--- config.mk ---
export PLATFORM = sky130hd
export DESIGN_NAME = operand_debounce
export DESIGN_NICKNAME = d
export VERILOG_FILES = /design/src/rtl/operand_debounce_pkg.sv /design/src/rtl/operand_debounce_sync_2ff.sv /design/src/rtl/operand_debounce.sv
export SDC_FILE = /design/constraint.sdc
export NUM_CORES = 1
export LEC_CHECK = 0
export CORE_UTILIZATION = 55
export DETAILED_ROUTE_END_ITERATION = 16
export PLACE_DENSITY = 0.85
export REMOVE_ABC_BUFFERS = 1
export SKIP_CTS_REPAIR_TIMING = 1
export SLEW_MARGIN = 10
export SYNTH_ARGS = -nofsm -noshare
export SYNTH_HDL_FRONTEND = slang
export SYNTH_SLANG_ARGS = --single-unit
--- constraint.sdc ---
create_clock -name clk -period 3.4 [get_ports clk]
set_input_delay 0.68 -clock clk [delete_from_list [all_inputs] [get_ports clk]]
set_output_delay 0.68 -clock clk [all_outputs]
set_load 0.05 [all_outputs]
--- src/rtl/operand_debounce_pkg.sv ---
// Shared constants and button FSM encoding for the operand debounce front end.
package operand_debounce_pkg;

    localparam int unsigned WIDTH_DEFAULT         = 4;
    localparam int unsigned STABLE_CYCLES_DEFAULT = 1000000;
    localparam int unsigned CNT_BITS_DEFAULT      = 20;

    typedef enum logic [1:0] {
        IDLE        = 2'd0,
        PRESS_CHK   = 2'd1,
        PRESSED     = 2'd2,
        RELEASE_CHK = 2'd3
    } btn_state_t;

endpackage

--- src/rtl/operand_debounce_sync_2ff.sv ---
// Two-flop synchroniser for asynchronous inputs; both stages clear to 0.
module sync_2ff #(
    parameter int unsigned WIDTH = 1
) (
    input  logic             clk,
    input  logic             clr,
    input  logic [WIDTH-1:0] d,
    output logic [WIDTH-1:0] q
);

    logic [WIDTH-1:0] meta;

    always_ff @(posedge clk or negedge clr) begin
        if (!clr) begin
            meta <= '0;
            q    <= '0;
        end else begin
            meta <= d;
            q    <= meta;
        end
    end

endmodule

--- src/rtl/operand_debounce.sv ---
// Synchronises and debounces two switch operands and a load button, producing
// registered operands, a one-cycle load strobe and a value-change strobe.
module operand_debounce
    import operand_debounce_pkg::*;
#(
    parameter int unsigned WIDTH         = WIDTH_DEFAULT,
    parameter int unsigned STABLE_CYCLES = STABLE_CYCLES_DEFAULT,
    parameter int unsigned CNT_BITS      = CNT_BITS_DEFAULT,
    parameter bit          LATCH_ON_LOAD = 1'b1
) (
    input  logic             clk,
    input  logic             clr,
    input  logic [WIDTH-1:0] A_sw,
    input  logic [WIDTH-1:0] B_sw,
    input  logic             btn_load,
    output logic [WIDTH-1:0] A,
    output logic [WIDTH-1:0] B,
    output logic             load_pulse,
    output logic             changed
);

    localparam int unsigned VW = 2 * WIDTH;
    localparam logic [CNT_BITS-1:0] CNT_LAST = CNT_BITS'(STABLE_CYCLES - 1);
    localparam logic [CNT_BITS-1:0] CNT_ONE  = CNT_BITS'(1);

    logic [VW:0]   raw_vec;
    logic [VW:0]   sync_vec;
    logic [VW-1:0] sw_s;
    logic          btn_s;

    assign raw_vec = {btn_load, A_sw, B_sw};

    sync_2ff #(
        .WIDTH(VW + 1)
    ) u_sync (
        .clk(clk),
        .clr(clr),
        .d  (raw_vec),
        .q  (sync_vec)
    );

    assign sw_s  = sync_vec[VW-1:0];
    assign btn_s = sync_vec[VW];

    // Switch filter: one shared counter qualifies the whole operand vector.
    logic [VW-1:0]       cand;
    logic [VW-1:0]       cand_d;
    logic [CNT_BITS-1:0] cnt;
    logic [CNT_BITS-1:0] cnt_d;
    logic [VW-1:0]       sw_stable;
    logic [VW-1:0]       sw_stable_d;

    always_comb begin
        cand_d      = cand;
        cnt_d       = cnt;
        sw_stable_d = sw_stable;
        if (sw_s != cand) begin
            cand_d = sw_s;
            cnt_d  = '0;
        end else if (cnt == CNT_LAST) begin
            sw_stable_d = cand;
        end else begin
            cnt_d = cnt + CNT_ONE;
        end
    end

    always_ff @(posedge clk or negedge clr) begin
        if (!clr) begin
            cand      <= '0;
            cnt       <= '0;
            sw_stable <= '0;
        end else begin
            cand      <= cand_d;
            cnt       <= cnt_d;
            sw_stable <= sw_stable_d;
        end
    end

    // Button FSM: press and release each need a full qualification window.
    btn_state_t          state;
    btn_state_t          state_d;
    logic [CNT_BITS-1:0] bcnt;
    logic [CNT_BITS-1:0] bcnt_d;
    logic                load_pulse_d;

    always_ff @(posedge clk or negedge clr) begin
        if (!clr) begin
            state      <= IDLE;
            bcnt       <= '0;
            load_pulse <= 1'b0;
        end else begin
            state      <= state_d;
            bcnt       <= bcnt_d;
            load_pulse <= load_pulse_d;
        end
    end

    always_comb begin
        state_d      = state;
        bcnt_d       = bcnt;
        load_pulse_d = 1'b0;
        case (state)
            IDLE: begin
                if (btn_s) begin
                    state_d = PRESS_CHK;
                    bcnt_d  = '0;
                end
            end
            PRESS_CHK: begin
                if (!btn_s) begin
                    state_d = IDLE;
                end else if (bcnt == CNT_LAST) begin
                    state_d      = PRESSED;
                    load_pulse_d = 1'b1;
                end else begin
                    bcnt_d = bcnt + CNT_ONE;
                end
            end
            PRESSED: begin
                if (!btn_s) begin
                    state_d = RELEASE_CHK;
                    bcnt_d  = '0;
                end
            end
            RELEASE_CHK: begin
                if (btn_s) begin
                    state_d = PRESSED;
                end else if (bcnt == CNT_LAST) begin
                    state_d = IDLE;
                end else begin
                    bcnt_d = bcnt + CNT_ONE;
                end
            end
            default: begin
                state_d = IDLE;
            end
        endcase
    end

    // Operand register; the latched mode takes sw_stable as held before the strobe edge.
    logic [VW-1:0] ab_q;
    logic [VW-1:0] ab_d;
    logic          changed_d;

    always_comb begin
        ab_d = ab_q;
        if (LATCH_ON_LOAD) begin
            if (load_pulse_d) begin
                ab_d = sw_stable;
            end
        end else begin
            ab_d = sw_stable_d;
        end
        changed_d = (ab_d != ab_q);
    end

    always_ff @(posedge clk or negedge clr) begin
        if (!clr) begin
            ab_q    <= '0;
            changed <= 1'b0;
        end else begin
            ab_q    <= ab_d;
            changed <= changed_d;
        end
    end

    assign A = ab_q[VW-1:WIDTH];
    assign B = ab_q[WIDTH-1:0];

endmodule

==> results.md <==
- RR Endpoint: ab_q[5]$_DFF_PN0_
- Routed WL: 6647 µm
- Overall Global Routing Usage: 21.78%
- Grt met3 use: under 10%
- Core area: 0.006459 mm²
- R2R depth: 5
- Hold path cells: 0
- Drt first pass iters: 10
- # IOs: 21
- Max Cap Violations: 0
- Synthesized cell area: 0.003726 mm²
- Worst path slowest cell: or4_1
- Hold Fails Final Rpt: 0
- Initial antenna violation count: 0
- H-tree depth: 3
- Achievable Freq: 0.3994 GHz
- Startpoint types: register
- Post-DR wirelength/cell: 15.60 µm
- Crit path max fanout: 8
- Vias per inst: 5.704
- Post-route ant nets: 0
- DRC viols: 1
- Share of cells above drive strength 1: between 10% and 20%
- Crit path time final: 2.504 ns
- Mapped Cells: 326
- Synth cell types: 38
- Switching share of power: between 20% and 30%
- Peak supply drop: about 0.00036 V
- Busiest layer in global routing: met2
- Commonest non-fill, non-tap cell in the layout: dfrtp_1
- Core Util, Final: 64.65%
- NetSw: approximately 450 µW
- Clock Power Share: between 30 and 40%
- Worst R2R Setup Slack: 0.90 ns
- Most frequent cells in the layout: 86 x dfrtp_1, 45 x nor2_1, 40 x xor2_1, 19 x clkdlybuf4s50_1, 18 x nand3_1
- Max_slew headroom: about 32%
- Worst Path Required: 3.64 ns
- Outcome: finished with violations
- Sequential fraction of the synthesis area: between 50% and 60%
- CP dominant cell by count: or4_1
- # clock sinks: 86
- Largest net degree at the start of global routing: 87
- GRT met1 Usage: 29.21%
- Combinational share of power: 3.2%
- Slew Limit Fails: 0
- Crit path arrival time: between 2 and 3 ns
- Starting density of the core: 57.69%
- Layout area overhead: 12.05%
- GR Layer Usage met2: roughly a third
- CTS Root Cell: clkbuf_8
- Part of the power in registers: 58.9%
- Yosys top cell by area: dfrtp_1
- Cell Rows: 29
- Die Area: 0.007108 mm²
- Skew final: about 0.014 ns
- Critical path, cell by cell: or4_1 -> or4_1 -> or2_4 -> nor2_8 -> mux2_4
- Critical path capture point type: register
- Via count: 2430
- Avg Synthesized Cell Area: 11.43 µm²
- Pwr dens: 432.0 mW/mm²
- Hold endpoint: u_sync.q[6]$_DFF_PN0_
- Buffers on Ports: 20
- CP max stage delay: 0.57 ns
- CTS tree: yes
- Final setup fails: 0
- Final net count: 357
- Vias in the first global route: 2472
- CTS buffer count: 9
- Ys Warns: 0
- Clk Latency, worst-skew pair: 0.35 ns
- RSZ-0062 raised after global routing: no
- Seq cells post-synth: 86
- Pleak: 1.824 nW
- Synth top area cells: dfrtp_1 58%, xor2_1 9.4%, nor2_1 4.5%
- Hold Path Class: reg -> reg
- Die Span X: 84.31 µm
- Clock slew at reported path FFs: 0.09 ns
- Top cell type's share of synthesized area: 57.76%
- Antenna diodes: 0
- Failing checks: DRC
- GR Overflow Total: 0
- Initial DRC Count: between 200 and 300
- Maximum root-to-sink buffer count: 2
- Setup Crit Path Kind: reg -> reg
- Fin Setup TNS: 0 ns
- Design internal power: 1.352 mW
- Final Cycle Share: roughly 74%
- Worst Hold Launch: u_sync.meta[6]$_DFF_PN0_
- Reg-to-reg critical path startpoint: bcnt[13]$_DFFE_PN0P_
- Detail Placement HPWL: around 4500 µm
- Die span in y: 84.31 µm
- Tightest Pin Transition: about 1.0 ns
- First-pass GRT wire length: 11990 µm
- GPL Wtd Cong: ~0.91
## flip-flops by register name, indices dropped and copies added, names as in the netlist, named ones only
name and cells:
bcnt 20, cnt 20, u_sync.meta 9, u_sync.q 9, ab_q 8, cand 8, sw_stable 8, changed 1
load_pulse 1, state 1
## cell usage after synthesis (all sizes together)
library cell	count
nor3	6
o211ai	3
o2111ai	2
nand3	18
nand4b	1
nand2	15
and3	4
o41a	1
nor2b	1
xor2	40
nand4	11
or4	4
o311ai	2
ha	2
or4b	1
nor4	8
inv	5
clkbuf	15
nor2	46
dfrtp	86
or2	4
a211oi	2
xnor2	7
nor4b	2
mux2	17
or2b	1
mux2i	1
o21bai	1
nand2b	1
or3	3
o21ai	9
o31ai	4
a21oi	3
## layer usage
metal / vias up / share of wire (%)
met5: - / 0
met4: 0 / 1.0
met3: 4 / 4.9
met2: 76 / 50
met1: 1193 / 45
li1: 1157 / -
## worst max-delay path: cells and delay by family, from the launching register on
kind / cells / cell delay (ns)
mux: 1 / 0.32
simple gates: 4 / 1.63
flops: 1 / 0.44
## power groups by stage
stage	registers (mW)	logic, mW	clock network (mW)
6_report	1.06	0.0571	0.685
3_5_place_dp	1.08	0.0591	0
2_1_floorplan	1.08	0.0222	0
4_1_cts	1.06	0.0593	0.711
5_1_grt	1.06	0.0661	0.752
3_3_place_gp	1.08	0.0566	0
## through the flow
step | area (µm²) | hold WS, ns | power [mW] | setup slack, ns | cells
after detailed placement | 3978 | 0.3347 | 1.141 | 0.9074 | 410
after floorplan | 3669 | 0.3312 | 1.099 | 1.032 | 311
final | 4175 | 0.3570 | 1.804 | 0.8961 | 426
after global routing | 4175 | 0.3626 | 1.883 | 0.8007 | 426
after global placement | 3978 | 0.3315 | 1.136 | 0.9401 | 410
after CTS | 4175 | 0.3593 | 1.832 | 0.9034 | 426
## worst max-delay path by stage
stage | from | cells after the start | endpoint | slack, ns
4_1_cts | bcnt[13]$_DFFE_PN0P_ | 5 | ab_q[5]$_DFF_PN0_ | 0.90
5_1_grt | bcnt[12]$_DFFE_PN0P_ | 5 | bcnt[4]$_DFFE_PN0P_ | 0.80
3_3_place_gp | bcnt[12]$_DFFE_PN0P_ | 5 | ab_q[3]$_DFF_PN0_ | 0.94
2_1_floorplan | bcnt[12]$_DFFE_PN0P_ | 5 | ab_q[0]$_DFF_PN0_ | 1.03
6_report | bcnt[13]$_DFFE_PN0P_ | 5 | ab_q[5]$_DFF_PN0_ | 0.90
3_5_place_dp | bcnt[13]$_DFFE_PN0P_ | 5 | ab_q[2]$_DFF_PN0_ | 0.91
## kinds of logic after synthesis
group	Yosys count	share of synthesized area, %
multiplexers	18	6.212
AND/OR/NAND/NOR	126	17.36
adder cells (fa/ha/maj)	2	0.6715
XOR/XNOR	47	11.05
AO/OA/AOI/OAI	27	4.902
flip-flops	86	57.76
buffers and inverters	20	2.048
## final cells by class
class,instances,area [µm²]
multi-input cells,220,1498
repair buffers,22,212.7
flip-flops and latches,86,2152
fillers,479,2283
clock inverters,7,73.82
clock buffers,9,123.9
inverters,5,18.77
well taps,77,96.34
Note: power is estimated with default switching activity, not from simulation.
